[src/rtl/ahfp_mult_arbiter.sv]
// Round-robin arbiter sharing one single-precision multiplier between NREQ requesters.
// Optional contention counter enabled by defining AHFP_ARB_STALL_CNT_EN.
module ahfp_mult_arbiter #(
    parameter int unsigned NREQ    = 4,
    parameter int unsigned LATENCY = 1,
    localparam int unsigned IDW    = $clog2(NREQ)
) (
    input  logic                 clk,
    input  logic                 reset_n,
    input  logic                 en,
    input  logic [NREQ-1:0]      req_valid,
    output logic [NREQ-1:0]      req_ready,
    input  logic [32*NREQ-1:0]   req_dataa,
    input  logic [32*NREQ-1:0]   req_datab,
    output logic [NREQ-1:0]      rsp_valid,
    output logic [31:0]          rsp_result,
    output logic [IDW-1:0]       rsp_id,
    output logic [15:0]          stall_count
);

    // Multiplier core: round-to-nearest-even, subnormal inputs and results flush to zero.
    function automatic logic [31:0] fp_mul(input logic [31:0] a, input logic [31:0] b);
        logic              sgn;
        logic [7:0]        ea;
        logic [7:0]        eb;
        logic [47:0]       prod;
        logic signed [9:0] e_sum;
        logic [22:0]       man;
        logic              grd;
        logic              stk;
        logic [23:0]       rnd;
        logic              a_nan;
        logic              b_nan;
        logic              a_inf;
        logic              b_inf;
        sgn   = a[31] ^ b[31];
        ea    = a[30:23];
        eb    = b[30:23];
        a_nan = (ea == 8'hFF) && (a[22:0] != 23'd0);
        b_nan = (eb == 8'hFF) && (b[22:0] != 23'd0);
        a_inf = (ea == 8'hFF) && (a[22:0] == 23'd0);
        b_inf = (eb == 8'hFF) && (b[22:0] == 23'd0);
        prod  = {24'd0, 1'b1, a[22:0]} * {24'd0, 1'b1, b[22:0]};
        e_sum = $signed({2'b00, ea}) + $signed({2'b00, eb}) - 10'sd127;
        if (prod[47]) begin
            man   = prod[46:24];
            grd   = prod[23];
            stk   = |prod[22:0];
            e_sum = e_sum + 10'sd1;
        end else begin
            man = prod[45:23];
            grd = prod[22];
            stk = |prod[21:0];
        end
        rnd = {1'b0, man} + {23'd0, grd & (stk | man[0])};
        if (rnd[23]) begin
            e_sum = e_sum + 10'sd1;
        end
        if (a_nan || b_nan) begin
            fp_mul = 32'h7FC0_0000;
        end else if (a_inf || b_inf) begin
            fp_mul = (ea == 8'd0 || eb == 8'd0) ? 32'h7FC0_0000 : {sgn, 8'hFF, 23'd0};
        end else if (ea == 8'd0 || eb == 8'd0) begin
            fp_mul = {sgn, 31'd0};
        end else if (e_sum >= 10'sd255) begin
            fp_mul = {sgn, 8'hFF, 23'd0};
        end else if (e_sum <= 10'sd0) begin
            fp_mul = {sgn, 31'd0};
        end else begin
            fp_mul = {sgn, e_sum[7:0], rnd[22:0]};
        end
    endfunction

    logic [IDW-1:0]  r_last_grant;
    logic [IDW-1:0]  w_winner;
    logic            w_found;
    logic [NREQ-1:0] w_ready;
    logic            w_xfer;

    logic            r_iv;
    logic [IDW-1:0]  r_iid;
    logic [31:0]     r_opa;
    logic [31:0]     r_opb;
    logic            r_mv;
    logic [IDW-1:0]  r_mid;
    logic [31:0]     r_mres;
    logic            r_pv   [LATENCY];
    logic [IDW-1:0]  r_pid  [LATENCY];
    logic [31:0]     r_pres [LATENCY];

    // Circular search starting one past the last winner.
    always_comb begin
        w_found  = 1'b0;
        w_winner = '0;
        for (int k = 0; k < NREQ; k++) begin
            if (!w_found && req_valid[r_last_grant + IDW'(k + 1)]) begin
                w_found  = 1'b1;
                w_winner = r_last_grant + IDW'(k + 1);
            end
        end
    end

    always_comb begin
        w_ready = '0;
        if (en && reset_n && w_found) begin
            w_ready[w_winner] = 1'b1;
        end
    end

    assign req_ready = w_ready;
    assign w_xfer    = |w_ready;

    always_ff @(posedge clk or negedge reset_n) begin
        if (!reset_n) begin
            r_last_grant <= IDW'(NREQ - 1);
            r_iv         <= 1'b0;
            r_iid        <= '0;
            r_opa        <= '0;
            r_opb        <= '0;
            r_mv         <= 1'b0;
            r_mid        <= '0;
            r_mres       <= '0;
            for (int s = 0; s < LATENCY; s++) begin
                r_pv[s]   <= 1'b0;
                r_pid[s]  <= '0;
                r_pres[s] <= '0;
            end
        end else begin
            r_iv <= w_xfer;
            if (w_xfer) begin
                r_iid        <= w_winner;
                r_opa        <= req_dataa[32*w_winner +: 32];
                r_opb        <= req_datab[32*w_winner +: 32];
                r_last_grant <= w_winner;
            end
            r_mv <= r_iv;
            if (r_iv) begin
                r_mid  <= r_iid;
                r_mres <= fp_mul(r_opa, r_opb);
            end
            // Payload only advances with a valid so the output holds between responses.
            r_pv[0] <= r_mv;
            if (r_mv) begin
                r_pid[0]  <= r_mid;
                r_pres[0] <= r_mres;
            end
            for (int s = 1; s < LATENCY; s++) begin
                r_pv[s] <= r_pv[s-1];
                if (r_pv[s-1]) begin
                    r_pid[s]  <= r_pid[s-1];
                    r_pres[s] <= r_pres[s-1];
                end
            end
        end
    end

    always_comb begin
        rsp_valid = '0;
        if (r_pv[LATENCY-1]) begin
            rsp_valid[r_pid[LATENCY-1]] = 1'b1;
        end
    end

    assign rsp_result = r_pres[LATENCY-1];
    assign rsp_id     = r_pid[LATENCY-1];

`ifdef AHFP_ARB_STALL_CNT_EN
    logic [15:0] r_stall_cnt;

    always_ff @(posedge clk or negedge reset_n) begin
        if (!reset_n) begin
            r_stall_cnt <= 16'd0;
        end else if (((req_valid & ~w_ready) != '0) && (r_stall_cnt != 16'hFFFF)) begin
            r_stall_cnt <= r_stall_cnt + 16'd1;
        end
    end

    assign stall_count = r_stall_cnt;
`else
    assign stall_count = 16'd0;
`endif

endmodule

[config.mk]
export PLATFORM = sky130hd
export DESIGN_NAME = ahfp_mult_arbiter
export DESIGN_NICKNAME = d
export VERILOG_FILES = /design/src/rtl/ahfp_mult_arbiter.sv
export SDC_FILE = /design/constraint.sdc
export NUM_CORES = 2
export LEC_CHECK = 0
export BUFFER_PORTS_ARGS = -buffer_cell sky130_fd_sc_hd__buf_2
export CAP_MARGIN = 20
export CORE_MARGIN = 3
export CORE_UTILIZATION = 26
export CTS_CLUSTER_SIZE = 20
export DETAILED_ROUTE_END_ITERATION = 10
export SYNTH_ARGS = -nofsm -noshare
export SYNTH_HDL_FRONTEND = slang
export SYNTH_SLANG_ARGS = --single-unit
[constraint.sdc]
create_clock -name clk -period 14.89 [get_ports clk]
set_input_delay 2.2335 -clock clk [delete_from_list [all_inputs] [get_ports clk]]
set_output_delay 2.2335 -clock clk [all_outputs]
set_load 0.01 [all_outputs]
==> flow_metrics.py <==
metrics = {
    "synth": {
        "seq_area_frac_synth_pct": 11.79,
        "yosysMostFrequentCell": "inv_1",
        "syn_area_per_cell_sq_um": 8.182,
        "synthTopCellsByCount": "inv_1, nand2_1, fa_1, nor2_1, and2_1",
        "ys_top_cells_by_area": "fa_1, dfrtp_1, ha_1",
        "async_flop_share_pct": 100.0,
        "synth_top_area_share_pct": 32.75,
        "syn_area_sq_um": 29520,
        "ys_warn_count": 0,
        "synth_cell_types": 90,
        "synth_top_cell_by_area": "fa_1",
        "synth_edf_count": 0,
        "ys.flop_type": "dfrtp_1",
        "syn-instance-count": 3608,
        "synth_seq_cells": 139,
    },
    "timing": {
        "fin_worst_skew_ns": 0.01275,
        "rsz0062_at_grt": "false",
        "tns_ns": 0,
        "fmax_mhz": 92.75,
        "slew_headroom_pct": 22.56,
        "setup_viol": 0,
        "tightest_slew_ns": 1.162,
        "hold_viol": 0,
        "period_minus_slack_ns": 10.78,
        "finalMaxSlewViolations": 0,
        "fin_crit_sh_pct": 72.41,
    },
    "cts": {
        "cts_max_path_buffers": 2,
        "cts_sinks": 139,
        "hold_buffers": 0,
        "clk_latency_ns": 0.45,
        "post_cts_resized": 0,
        "cts_inserted_buffers": 17,
        "tritoncts": "done",
        "clk_root_buffer_cell": "clkbuf_16",
        "cts.clk_slew.worst_paths_ns": 0.07,
        "postCtsSetupBuffers": 0,
        "htreeDepth": 4,
    },
    "floorplanning": {
        "pin_count": 321,
        "initial_utilization_pct": 26.42,
        "fp.dieW_microns": 343.0,
        "die_h_microns": 343.0,
        "dieArea_sq_um": 117600,
        "core_sq_um": 111700,
        "row_count": 122,
    },
    "routing": {
        "routed_via_density": 4.795,
        "vias": 25301,
        "routedWlPerCell_microns": 18.46,
        "detail_route.first_pass.iterations": 5,
        "drt_wl_total_microns": 97420,
        "postRouteAntennaNets": 0,
        "remaining_drc_errors": 0,
        "drtIter0Drc": 1676,
    },
    "cells_and_area": {
        "fin_nets": 4713,
        "fill_cells": 11971,
        "drive_gt1_share_pct": 12.67,
        "diodes": 0,
        "post-route-util_pct": 29.67,
        "final_cells": 5277,
        "area_growth_pct": 12.28,
    },
    "worst_setup_path": {
        "max_stage_delay_ns": 0.81,
        "path_common_cell": "fa_1",
        "timing_worst_setup_path_type": "reg2reg",
        "end_kind": "flip-flop",
        "crit_family": "adder cells",
        "critPathRequiredTime_ns": 15.21,
        "start_kind": "flip-flop",
        "arrival_ns": 11.11,
        "cp_slowest_cell": "o311ai_2",
        "critical_path_buf_inv_count": 9,
        "crit_fanout": 26,
    },
    "global_route": {
        "grt_max_degree": 71,
        "grt_overflow_total": 0,
        "grt.total_usage_pct": 16.78,
        "grt_pass1_vias": 26502,
        "grt_antenna_before_repair": 4,
        "grt_pass1_wl_microns": 153900,
    },
    "status": {
        "status": "finished, final reports clean",
    },
    "placement": {
        "hpwl_microns": 77510,
        "gp_congestion": 0.9070,
        "dp_cells": 5240,
        "port_buffers": 304,
    },
    "hold_path": {
        "worstHoldPathType": "reg2reg",
    },
    "flow_run": {
        "cap_violations": 0,
    },
}
## state kept, by name, summed over array words and instances, names as in the netlist
register,flops
r_last_grant,2
r_iid,2
r_mv,1
r_pv,1
rsp_result,32
r_mres,32
r_opa,32
r_iv,1
r_mid,2
rsp_id,2
r_opb,32
## stage by stage
stage	hold WS [ns]	cell area (sq um)	worst slack [ns]
after global routing	0.5023	33150	3.469
after global placement	0.4621	32430	4.471
after detailed placement	0.4711	32430	4.343
final	0.4821	33150	4.109
after floorplan	0.3519	29580	5.838
after CTS	0.4862	33050	4.276
## cells by family after synthesis
| group | count (synthesis) | share of synthesized area (%) |
|---|---|---|
| xor+xnor | 78 | 2.340 |
| mux | 51 | 1.899 |
| simple gates | 1367 | 21.46 |
| flops | 139 | 11.79 |
| fa+ha+maj | 674 | 40.85 |
| compound gates | 460 | 10.65 |
| other cells | 1 | 0.01270 |
| buf+inv | 838 | 11.01 |
## worst min-delay path: cells and delay by family (launching register included)
kind | cells | cell delay (ns)
and+or+nand+nor | 1 | 0.05
DFF | 1 | 0.34
AOI/OAI and AO/OA | 1 | 0.06
## layer usage
| metal | vias to the layer above | global-route usage [%] | routed length (microns) |
|---|---|---|---|
| met5 | - | 0 | 0 |
| met1 | 12693 | 20.11 | 39100 |
| met4 | 0 | 7.087 | 4432 |
| met3 | 180 | 1.910 | 4554 |
| li1 | 11640 | - | - |
| met2 | 788 | 30.29 | 49330 |
## cells in the final DEF, fill, tap and decap left out, types with 31 or more instances in the layout
cell type  Yosys  final
xnor2_1       43     43
nand3_1       93     92
fa_1         483    483
nor4_1        31     31
nor3_1        40     40
a21oi_1       84     84
nor2_1       308    307
o21ai_0      151    151
and2_1       249    249
nand4_1       40     40
xor2_1        34     34
ha_1         191    191
nand2_1      545    545
buf_2         22    303
buf_4         16     46
inv_1        612    612
mux2_2        40     40
dfrtp_1      137    137
## final cells by class
type / count / area, sq um / share of cell area, %
sequential: 139 / 3481 / 10.50
tap: 1488 / 1862 / 5.617
clock inverter: 14 / 177.7 / 0.5360
inverter: 617 / 2316 / 6.987
timing repair buffer: 355 / 1973 / 5.953
clock buffer: 18 / 439.2 / 1.325
multi-input combinational: 2646 / 22900 / 69.08
## path summary, 6_finish.rpt
check	start	to	slack, ns	cells after the start
hold reg to reg	r_opa[18]	r_opa[18]	0.48	2
setup reg to reg	r_opb[8]	r_mres[0]	4.11	31
hold / removal	r_opa[18]	r_opa[18]	0.48	2
setup / recovery	r_opb[8]	r_mres[0]	4.11	31
min in group asynchronous	reset_n	r_mres[30]	1.69	1
max in group asynchronous	reset_n	r_opa[3]	11.76	3
Power is left out: the tool's default activity adds up to more than one toggle a clock period on the data nets, which glitch-free logic cannot reach.
